==> config.mk <==
export PLATFORM = sky130hd
export DESIGN_NAME = pc_sequencer_flat
export DESIGN_NICKNAME = d
export VERILOG_FILES = /design/src/rtl/pc_sequencer_pkg.sv /design/src/rtl/pc_sequencer_if.sv /design/src/rtl/pc_sequencer_target_calc.sv /design/src/rtl/pc_sequencer.sv /design/src/flat_wrapper.sv
export SDC_FILE = /design/constraint.sdc
export NUM_CORES = 1
export LEC_CHECK = 0
export CAP_MARGIN = 20
export CORE_MARGIN = 2
export CORE_UTILIZATION = 45
export CTS_CLUSTER_DIAMETER = 80
export DETAILED_ROUTE_END_ITERATION = 8
export PLACE_DENSITY_LB_ADDON = 0.2
export SLEW_MARGIN = 40
export SYNTH_ARGS = -nofsm -noshare
export SYNTH_HDL_FRONTEND = slang
export SYNTH_SLANG_ARGS = --single-unit
==> constraint.sdc <==
create_clock -name clk -period 4.46 [get_ports clk]
set_input_delay 0.446 -clock clk [delete_from_list [all_inputs] [get_ports clk]]
set_output_delay 0.446 -clock clk [all_outputs]
set_load 0.01 [all_outputs]
==> src/rtl/pc_sequencer_pkg.sv <==
// Shared types and default addresses for the MIPS PC sequencer.
// Optional delay-slot build is selected with PC_DELAY_SLOT_EN.
package mips_pc_pkg;

    typedef enum logic [2:0] {
        RT_BR   = 3'd0,
        RT_J    = 3'd1,
        RT_JR   = 3'd2,
        RT_EXC  = 3'd3,
        RT_ERET = 3'd4
    } redir_t;

    typedef enum logic [1:0] {
        ST_BOOT  = 2'd0,
        ST_RUN   = 2'd1,
        ST_DSLOT = 2'd2
    } pc_state_t;

    localparam logic [31:0] DEF_RESET_PC   = 32'h0040_0000;
    localparam logic [31:0] DEF_EXC_VECTOR = 32'h0040_0004;

endpackage

==> src/rtl/pc_sequencer_if.sv <==
// Control-side and fetch-side signals of the PC sequencer.
// master drives control inputs; slave is the sequencer.
interface pc_sequencer_if;
    import mips_pc_pkg::*;

    logic        stall;
    logic        imem_ready;
    logic        redir_valid;
    redir_t      redir_type;
    logic        br_taken;
    logic [15:0] imm16;
    logic [25:0] imm26;
    logic [31:0] jr_target;
    logic [31:0] epc;
    logic [31:0] pc;
    logic [31:0] pc_plus4;
    logic        fetch_valid;
    logic        redir_taken;
    logic        addr_err;

    modport master (
        output stall, imem_ready, redir_valid, redir_type, br_taken,
        output imm16, imm26, jr_target, epc,
        input  pc, pc_plus4, fetch_valid, redir_taken, addr_err
    );

    modport slave (
        input  stall, imem_ready, redir_valid, redir_type, br_taken,
        input  imm16, imm26, jr_target, epc,
        output pc, pc_plus4, fetch_valid, redir_taken, addr_err
    );

endinterface

==> src/rtl/pc_sequencer_target_calc.sv <==
// Combinational redirect target selection and JR alignment check.
// Same logic in both PC_DELAY_SLOT_EN builds.
module pc_target_calc
    import mips_pc_pkg::*;
#(
    parameter logic [31:0] EXC_VECTOR = DEF_EXC_VECTOR
) (
    input  logic [31:0] pc_plus4,
    input  redir_t      redir_type,
    input  logic [15:0] imm16,
    input  logic [25:0] imm26,
    input  logic [31:0] jr_target,
    input  logic [31:0] epc,
    output logic [31:0] target,
    output logic        jr_misaligned
);

    logic [31:0] br_off;

    assign br_off        = {{14{imm16[15]}}, imm16, 2'b00};
    assign jr_misaligned = |jr_target[1:0];

    // pick the target address for the redirect kind
    always_comb begin
        target = pc_plus4;
        case (redir_type)
            RT_BR:   target = pc_plus4 + br_off;
            RT_J:    target = {pc_plus4[31:28], imm26, 2'b00};
            RT_JR:   target = {jr_target[31:2], 2'b00};
            RT_EXC:  target = EXC_VECTOR;
            RT_ERET: target = epc;
            default: target = pc_plus4;
        endcase
    end

endmodule

==> src/rtl/pc_sequencer.sv <==
// PC register, fetch FSM and redirect pulses for the MIPS core.
// Define PC_DELAY_SLOT_EN for architectural branch delay slots.
module pc_sequencer
    import mips_pc_pkg::*;
#(
    parameter logic [31:0] RESET_PC   = DEF_RESET_PC,
    parameter logic [31:0] EXC_VECTOR = DEF_EXC_VECTOR
) (
    input  logic           clk,
    input  logic           rst_n,
    pc_sequencer_if.slave  bus
);

    pc_state_t   state_q;
    logic [31:0] pc_q;
    logic [31:0] pc_plus4;
    logic [31:0] target;
    logic        jr_misaligned;
    logic        fv_q;
    logic        rt_q;
    logic        ae_q;
    logic        adv;
    logic        is_exc;
    logic        is_eret;
    logic        is_flow;
    logic        is_jr;
`ifdef PC_DELAY_SLOT_EN
    logic [31:0] tgt_q;
`endif

    assign pc_plus4 = pc_q + 32'd4;
    assign adv      = fv_q & bus.imem_ready & ~bus.stall;
    assign is_exc   = bus.redir_valid & (bus.redir_type == RT_EXC);
    assign is_eret  = bus.redir_valid & (bus.redir_type == RT_ERET);
    assign is_jr    = bus.redir_valid & (bus.redir_type == RT_JR);
    assign is_flow  = bus.redir_valid &
                      (((bus.redir_type == RT_BR) & bus.br_taken) |
                       (bus.redir_type == RT_J) |
                       (bus.redir_type == RT_JR));

    pc_target_calc #(
        .EXC_VECTOR (EXC_VECTOR)
    ) u_calc (
        .pc_plus4      (pc_plus4),
        .redir_type    (bus.redir_type),
        .imm16         (bus.imm16),
        .imm26         (bus.imm26),
        .jr_target     (bus.jr_target),
        .epc           (bus.epc),
        .target        (target),
        .jr_misaligned (jr_misaligned)
    );

    // fetch FSM: EXC overrides everything, others act only on adv
    always_ff @(posedge clk or negedge rst_n) begin
        if (!rst_n) begin
            state_q <= ST_BOOT;
            pc_q    <= RESET_PC;
            fv_q    <= 1'b0;
            rt_q    <= 1'b0;
            ae_q    <= 1'b0;
`ifdef PC_DELAY_SLOT_EN
            tgt_q   <= '0;
`endif
        end else begin
            rt_q <= 1'b0;
            ae_q <= 1'b0;
            if (is_exc) begin
                pc_q    <= target;
                state_q <= ST_RUN;
                fv_q    <= 1'b1;
                rt_q    <= 1'b1;
`ifdef PC_DELAY_SLOT_EN
                tgt_q   <= '0;
`endif
            end else begin
                unique case (state_q)
                    ST_BOOT: begin
                        state_q <= ST_RUN;
                        fv_q    <= 1'b1;
                    end
                    ST_RUN: begin
                        if (adv) begin
                            if (is_eret) begin
                                pc_q <= target;
                                rt_q <= 1'b1;
                            end else if (is_flow) begin
`ifdef PC_DELAY_SLOT_EN
                                pc_q    <= pc_plus4;
                                tgt_q   <= target;
                                state_q <= ST_DSLOT;
`else
                                pc_q    <= target;
`endif
                                rt_q <= 1'b1;
                                ae_q <= is_jr & jr_misaligned;
                            end else begin
                                pc_q <= pc_plus4;
                            end
                        end
                    end
`ifdef PC_DELAY_SLOT_EN
                    ST_DSLOT: begin
                        if (adv) begin
                            state_q <= ST_RUN;
                            if (is_eret) begin
                                pc_q <= target;
                                rt_q <= 1'b1;
                            end else begin
                                pc_q <= tgt_q;
                            end
                        end
                    end
`endif
                    default: begin
                        state_q <= ST_RUN;
                    end
                endcase
            end
        end
    end

    assign bus.pc          = pc_q;
    assign bus.pc_plus4    = pc_plus4;
    assign bus.fetch_valid = fv_q;
    assign bus.redir_taken = rt_q;
    assign bus.addr_err    = ae_q;

endmodule
==> src/flat_wrapper.sv <==
// flat-port wrapper written by rule: the top's interface ports become plain ports
module pc_sequencer_flat import mips_pc_pkg::*;
#(
    parameter logic [31:0] RESET_PC   = DEF_RESET_PC,
    parameter logic [31:0] EXC_VECTOR = DEF_EXC_VECTOR
)
  (clk, rst_n, bus_stall, bus_imem_ready, bus_redir_valid, bus_redir_type, bus_br_taken, bus_imm16, bus_imm26, bus_jr_target, bus_epc, bus_pc, bus_pc_plus4, bus_fetch_valid, bus_redir_taken, bus_addr_err);
  pc_sequencer_if bus_i ();
  input  logic clk;
  input  logic rst_n;
  input wire logic [$bits(bus_i.stall)-1:0] bus_stall;
  input wire logic [$bits(bus_i.imem_ready)-1:0] bus_imem_ready;
  input wire logic [$bits(bus_i.redir_valid)-1:0] bus_redir_valid;
  input wire logic [$bits(bus_i.redir_type)-1:0] bus_redir_type;
  input wire logic [$bits(bus_i.br_taken)-1:0] bus_br_taken;
  input wire logic [$bits(bus_i.imm16)-1:0] bus_imm16;
  input wire logic [$bits(bus_i.imm26)-1:0] bus_imm26;
  input wire logic [$bits(bus_i.jr_target)-1:0] bus_jr_target;
  input wire logic [$bits(bus_i.epc)-1:0] bus_epc;
  output wire logic [$bits(bus_i.pc)-1:0] bus_pc;
  output wire logic [$bits(bus_i.pc_plus4)-1:0] bus_pc_plus4;
  output wire logic [$bits(bus_i.fetch_valid)-1:0] bus_fetch_valid;
  output wire logic [$bits(bus_i.redir_taken)-1:0] bus_redir_taken;
  output wire logic [$bits(bus_i.addr_err)-1:0] bus_addr_err;
  assign bus_i.stall = bus_stall;
  assign bus_i.imem_ready = bus_imem_ready;
  assign bus_i.redir_valid = bus_redir_valid;
  assign bus_i.redir_type = bus_redir_type;
  assign bus_i.br_taken = bus_br_taken;
  assign bus_i.imm16 = bus_imm16;
  assign bus_i.imm26 = bus_imm26;
  assign bus_i.jr_target = bus_jr_target;
  assign bus_i.epc = bus_epc;
  assign bus_pc = bus_i.pc;
  assign bus_pc_plus4 = bus_i.pc_plus4;
  assign bus_fetch_valid = bus_i.fetch_valid;
  assign bus_redir_taken = bus_i.redir_taken;
  assign bus_addr_err = bus_i.addr_err;
  pc_sequencer #(.RESET_PC(RESET_PC), .EXC_VECTOR(EXC_VECTOR)) u_core (.clk(clk), .rst_n(rst_n), .bus(bus_i));
endmodule
* Word-level counts from Yosys, hierarchy flattened *
Index checks and enable logic that the tools add are counted.

operators by class
  add/subtract/negate cells = 2
  multiply operators = 0
  div/mod/pow operators = 0
  order comparisons = 0
  equality and inequality tests = 6
  shifts and indexed selects = 0
  muxes and demuxes = 20
  bitwise logic cells = 11
  reduce and logical (&&, ||, !) cells = 7

operator list
  cell                                                                   count
  32-bit two-way mux                                                     5
  32-bit case mux with 5 select lines                                    1
  32-bit by 3-bit adder with 32-bit output, second input constant        1
  32-bit adder                                                           1
  1-bit two-way mux                                                      12
  1-bit AND                                                              8
  3-bit by 2-bit equality test with 1-bit output, second input constant  2
  2-bit nonzero test                                                     3
  2-bit two-way mux                                                      2
  3-bit by 1-bit equality test with 1-bit output, second input constant  1
  3-bit equality test, second input constant                             1
  3-bit logical NOT                                                      1
  2-bit by 1-bit equality test with 1-bit output, second input constant  1
  2-bit logical NOT                                                      1
  2-bit by 1-bit != test with 1-bit output, second input constant        1
  1-bit bitwise OR                                                       2
  2-bit AND reduction                                                    1
  2-bit OR reduction                                                     1
  1-bit NOT                                                              1

word-level totals
  register bits after elaboration = 37
  bits in latches = 0
  memory bits (writable) = 0
  ROM bits = 0
  bits of input ports = 115
  output and inout port bits = 67
  logic and storage cells = 51
  memories kept = 0

* Depth between registers and ports, before layout *
  word-level depth = 10
  mapped depth = 18
  depth with buffers taken out = 16

* Hierarchy *
A second synthesis with hierarchy kept.

unflattened totals
  cells, all modules = 785
  area, all modules = 5392.7 um^2

by module, submodules not included
  module          instances  cells an instance  area an instance (um^2)  sequential area each (um^2)
  pc_target_calc  1          520                3074.2                   0.0
  pc_sequencer    1          265                2318.5                   877.1

* Least setup slack after synthesis *
No wires, ideal clock.

  kind = register to register
  start = register u_core.pc_q[2] (netlist: u_core.bus.pc[2])
  end = register u_core.pc_q[28] (netlist: u_core.bus.pc[28])
  setup time = 0.138 ns
  data arrival time = 3.577 ns
  required time = 4.322 ns
  path slack = 0.745 ns
  stages on the path, launching flop included = 17
  path buffers = 1
  clock period less this slack = 3.715 ns
  cells stage by stage = dfrtp_1 ha_1 nand3_1 nor2_1 and4_1 clkbuf_2 and3_1 nand3_1 xnor2_1 ha_1 and3_1 a31o_2 a21oi_2 o21ai_0 a311oi_1 xor2_1 o221ai_1

on the way
  cells in the longest elaborated chain, start to end = 8

RTL lines
  item                                        line                            text
  start, declared                             pc_sequencer.sv:15              logic [31:0] pc_q;
  start signal, assigned                      pc_sequencer.sv:69              pc_q <= target;
  start signal, assigned                      pc_sequencer.sv:85              pc_q <= target;
  start signal, assigned                      pc_sequencer.sv:93              pc_q <= target;
  32-bit by 3-bit adder with 32-bit output *  pc_sequencer.sv:31              assign pc_plus4 = pc_q + 32'd4;
  named net bus_pc_plus4[16]                  flat_wrapper.sv:21              output wire logic [$bits(bus_i.pc_plus4)-1:0] bus_pc_plus4;
  32-bit adder *                              pc_sequencer_target_calc.sv:27  RT_BR: target = pc_plus4 + br_off;
  32-bit case mux with 5 select lines *       pc_sequencer_target_calc.sv:26  case (redir_type)
  32-bit two-way mux                          pc_sequencer.sv:87              end else if (is_flow) begin
  32-bit two-way mux                          pc_sequencer.sv:84              if (is_eret) begin
  32-bit two-way mux                          pc_sequencer.sv:83              if (adv) begin
  32-bit two-way mux                          pc_sequencer.sv:77              unique case (state_q)
  32-bit two-way mux *                        pc_sequencer.sv:68              if (is_exc) begin

The timed path passes the listed nets; every way through them passes the cells marked *. The select of a mux whose other input is x is not followed.
A chain may end at the register's enable or synchronous reset.

* Final worst setup path *
  start = register u_core.pc_q[2] (netlist: u_core.bus.pc[2])
  end = register u_core.pc_q[31] (netlist: u_core.bus.pc[31])

on the way
  cells in the longest elaborated chain, start to end = 8

RTL lines
  item                                        line
  32-bit by 3-bit adder with 32-bit output *  pc_sequencer.sv:31
  32-bit adder                                pc_sequencer_target_calc.sv:27
  32-bit case mux with 5 select lines         pc_sequencer_target_calc.sv:26
  32-bit two-way mux                          pc_sequencer.sv:87
  32-bit two-way mux                          pc_sequencer.sv:84
  32-bit two-way mux                          pc_sequencer.sv:83
  32-bit two-way mux                          pc_sequencer.sv:77
  32-bit two-way mux *                        pc_sequencer.sv:68

Mark *: on every way between the ends. The rest lies on a longest branch, timed or not. The select of a mux whose other input is x is not followed.

==> results_dict.tcl <==
set metrics [dict create \
    tns_ns 0 \
    area_growth_pct 42.7 \
    crit_fanout 7 \
    drv_cap 0 \
    cp-startpoint "u_core.bus.pc[2]" \
    cp_slowest_cell "dfrtp_1" \
    cts_buffers 5 \
    cts_tree "yes" \
    fin_util_pct 66.0 \
    antenna_found_initial 0 \
    final_antenna_net_count 0 \
    fmaxAchievable_ghz 0.241 \
    grt.overflow.total 0 \
    clockBufferDepth 2 \
    fin_crit_sh_pct 93.1 \
    postCtsSetupRepairBufs 0 \
    drt-initial-drc-count 348 \
    setup_viol 0 \
    crit_chain "ha_1 > nand3_1 > nor2_2 > and4_1 > nand3_1 > xnor2_1 > ha_1 > a21oi_1 > o21ai_0 > a2111oi_1 > nor2_1 > o21ai_2 > a41o_1 > a21oi_1 > o31ai_2" \
    worstMarginPinSlew_ns 0.832 \
    die_area_um2 11400 \
    rr_startpoint "u_core.bus.pc[2]" \
    synthCells 639 \
    ys_ff_latch 35 \
    syn_area_per_cell_um2 7.44 \
    io_pins 182 \
    seq_area_um2 877 \
    die_y_um 107 \
    multi_input_area_um2 3650 \
    nets 953 \
    critPathArrivalTime_ns 4.37 \
    yosysSeqAreaShare_pct 18.5 \
    slew_headroom_pct 44.5 \
    grtUsageMet1_pct 43.6 \
    drive_above_1_share_pct 6.22 \
    grt-busiest-layer "met2" \
    start_util_pct 46.3 \
    root_buffer "clkbuf_8" \
    synth_ff_type "dfrtp_1" \
    leakagePower_nw 2.69 \
    peakVddDrop_uv 307 \
    worst-r2r-cell-count 15 \
    outcome "completed" \
    synth_edf_count 0 \
    met3_usage_pct 5.65 \
    cts_hold_buf 0 \
    fin_crit_ns 4.15 \
    clkSlewWorstSetupHoldPaths_ns 0.08 \
    start_kind "flop" \
    post_drt_wl_per_cell_um 20.3 \
    via_per_inst 6.19 \
    grt_pass1_vias 5593 \
    criticalPathCategory "flop to flop" \
    track_usage_pct 33.0 \
    cts.sink_count 35 \
    synth-async-reset-ratio_pct 100 \
    synth_nets 789 \
    synth.cell_area_um2 4750 \
    endpoint_kind "flop" \
    dr.pass1.iters 5 \
    fill_cells 924 \
    yosys_warnings 0 \
    coreArea_um2 10300 \
    n_antenna_cell 0 \
    dpl.hpwl_um 14800 \
    num_rows 37 \
    slowest_delay_ns 0.43 \
    finalMaxSlewViolations 0 \
    min_path_type "input pin to asynchronous set/reset pin" \
    holdWs_ns 0.108 \
    grt.met2_usage_pct 54.9 \
    die_w_um 107 \
    clock_skew_ns 0.00942 \
    cts_htree_levels 2 \
    insertion_delay_ns 0.30 \
    grt_max_degree 36 \
    power.density_nw_per_um2 418 \
    finalWirelength_um 19100 \
    io_buffers 181 \
    grt_pass1_wl_um 29600 \
    finalHoldViolCount 0 \
    gp_congestion 0.973 \
    vias 5815 \
    synth_cell_types 76 \
    drc 0 \
    cp_data_required_time_ns 4.68 \
]
## final cells by class
type                            count  area share, %
Timing Repair Buffer              195           28.2
Clock buffer                        8           1.48
Multi-Input combinational cell    547           53.8
Tap cell                          136           2.51
Inverter                           19           1.05
Sequential cell                    35           12.9
## where the power goes
part	internal, mW	switching [mW]
Sequential	0.406	0.168
Clock	0.141	0.132
Combinational	0.960	1.03
Total	1.51	1.33
## critical path: cells and delay by family (launching register included)
kind	cells	cell delay [ns]
AOI/OAI and AO/OA	7	1.62
xor gates and xnor gates	1	0.28
adders and majority gates	2	0.63
DFF	1	0.43
and+or+nand+nor	5	1.11
## per-layer routing
| layer | vias to the layer above | routed length [um] |
|---|---|---|
| li1 | 2720 | - |
| met1 | 2740 | 7920 |
| met2 | 317 | 8820 |
| met3 | 38 | 1790 |
| met4 | 0 | 537 |
| met5 | - | 0 |
## final timing paths
path / to / slack (ns)
max: u_core.bus.pc[31] / 0.31
min: u_core.bus.pc[19] / 0.11
max reg2reg: u_core.bus.pc[31] / 0.31
min reg2reg: u_core.bus.pc[1] / 0.56
max in group asynchronous: u_core.bus.pc[25] / 3.99
min in group clk: u_core.bus.pc[1] / 0.56
## metrics by stage
step / worst slack, ns / total power, mW / std cells / instance area (um2)
after floorplan: 0.745 / 1.73 / 639 / 4750
after global placement: 0.317 / 2.50 / 932 / 6670
after detailed placement: 0.209 / 2.53 / 932 / 6680
after CTS: 0.174 / 2.81 / 940 / 6780
after global routing: -0.00731 / 3.02 / 940 / 6790
final: 0.307 / 2.84 / 940 / 6790
## cells in the final DEF, fill, tap and decap left out, drive strengths merged, types with 6 or more instances in the layout
master,synthesis,final
a21oi,66,66
a21o,13,13
clkdlybuf4s50,0,180
xnor2,33,33
nand2,60,60
dfrtp,34,34
o21bai,6,6
nand3,27,27
buf,11,15
a221oi,11,11
o211ai,9,9
a31oi,9,9
a22oi,27,27
nor2,51,51
o22a,6,6
o21ai,49,49
or3,6,6
nand2b,6,6
clkbuf,27,8
nand4,9,9
ha,34,34
o22ai,9,9
inv,18,18
nor3,16,16
a211oi,6,6
xor2,15,15
and3,17,17
## cells in the mapped netlist, types with 7 or more instances
library cell	count	area, um2
a21o_1	13	97.6
a21oi_1	65	325
a221oi_1	10	87.6
a22oi_1	27	203
a31oi_1	9	56.3
and3_1	17	106
clkbuf_1	26	97.6
dfrtp_1	34	851
ha_1	34	425
inv_1	17	63.8
nand2_1	59	221
nand3_1	26	130
nand4_1	7	43.8
nor2_1	51	191
nor3_1	16	80.1
o211ai_1	8	60.1
o21ai_0	45	225
o22ai_1	9	56.3
xnor2_1	32	280
xor2_1	15	131
## state kept, by name, summed over array words and instances (netlist names)
name	count
u_core.state_q	1
u_core.bus.redir_taken	1
u_core.bus.addr_err	1
u_core.bus.pc	32
## cell families after synthesis
logic type | share of synthesized area, %
buf+inv | 5.11
fa+ha+maj | 9.37
simple gates | 22.6
compound gates | 34.5
xor+xnor | 9.24
mux | 0.632
other cells | 0.0789
flops | 18.5
## repair_timing
action                                  4_1_cts  5_1_grt
gates resized for setup                       0        3
hold endpoints to repair                      0        0
endpoints found under the setup margin        0        3
Power figures use the tool's default switching activity.
==> RTL change (config.mk and constraints unchanged) <==
The 3 states of `pc_state_t` get a one-hot encoding in 3 bits.
--- a/src/rtl/pc_sequencer_pkg.sv
+++ b/src/rtl/pc_sequencer_pkg.sv
@@ -12,6 +12,6 @@
 
-    typedef enum logic [1:0] {
-        ST_BOOT  = 2'd0,
-        ST_RUN   = 2'd1,
-        ST_DSLOT = 2'd2
+    typedef enum logic [2:0] {
+        ST_BOOT  = 3'b001,
+        ST_RUN   = 3'b010,
+        ST_DSLOT = 3'b100
     } pc_state_t;
Check against the original RTL: no difference found for any inputs over 4 cycles, from zero or initial values and one cycle with rst_n low; so few cycles prove little.
==> RTL change against the original RTL <==
Area after synthesis grew 0.18%. Setup slack got worse by 5.6 ps. Utilization rose by 1.0 points. Cell area up 1.5%. Total power grew 2.5%. Wire length up 3.8%. Via count increased by 4.0%. Critical path depth unchanged. Count of clock-buffer cells in the layout shrank 3. Sequential cell count increased by 2.
==> RTL change: results (changes against the original RTL) <==
- Routed wl met2: 9300 um (+5.4%)
- Clock slew at reported path FFs: 100 ps (+20 ps)
- M1 WL: 7800 um (-1.5%)
- Via count: 6050 (+4.0%)
- Layout cells sized above 1: 5.88% (-0.34 points)
- First drt pass iteration count: 7 (+2)
- Met2 Use GR: 58.5% (+3.6 points)
- P_seq: 0.600 mW (+4.5%)
- Largest net degree at the start of global routing: 38 (+5.6%)
- Worst vdd ir: 204 uV (-34%)
- Total routed wirelength: 19800 um (+3.8%)
- Seq. cell area: 930 um^2 (+6.0%)
- Multi-In Gates: 558 (+2.0%)
- Fill cells: 919 (-0.54%)
- Clk sinks: 37 (+5.7%)
- Sequential area share after synthesis: 19.5% (+1.0 points)
- Status: finished, final reports clean
- Post-DP HPWL: 15200 um (+2.8%)
- Hold Worst Slack: 104 ps (-4.26 ps)
- Critical Path Fanout Max: 8 (+1)
- Post-synthesis mux area share: 0.867% (+0.24 points)
- Crit path launch: u_core.bus.pc[4]$_DFFE_PN0P_
- Top post-synthesis cells by count: 75 x a21oi_1, 69 x nand2_1, 46 x nor2_1, 44 x o21ai_0, 38 x clkbuf_1
- XOR/XNOR share of the synthesized area: 8.99% (-0.25 points)
- Setup Skew: 11.2 ps (+1.83 ps)
- Placer congestion estimate: 1.04 (+6.7%)
[RTL change: cell types whose count changed in the layout (fill, tap and decap cells not counted), moves of 6 or more]
cell,delta
inv_1,-7
nor2b_1,+7
a21oi_1,+10
buf_4,+7
a211oi_1,+6
nand2_1,+10
[RTL change: through the flow]
step | power (mW) | instance area, um^2 | util (%) | worst slack [ps] | instances
final | 2.91 | 6890 | 67.0 | 302 | 952
after floorplan | 1.67 | 4760 | - | 310 | 649
after detailed placement | 2.49 | 6730 | 65.5 | 269 | 944
after global placement | 2.46 | 6730 | 65.5 | 369 | 944
after global routing | 3.09 | 6890 | 67.0 | 20.4 | 952
after CTS | 2.88 | 6870 | 66.8 | 258 | 952
[RTL change: logic make-up (layout without fill, tap and decap cells)]
logic type                 after synthesis  in the layout
AOI/OAI and AO/OA                      248            248
xor gates and xnor gates                48             48
adders and majority gates               35             35
buffers and inverters                   54            221
DFF                                     37             37
muxes                                    4              4
other                                    2              2
and+or+nand+nor                        221            221
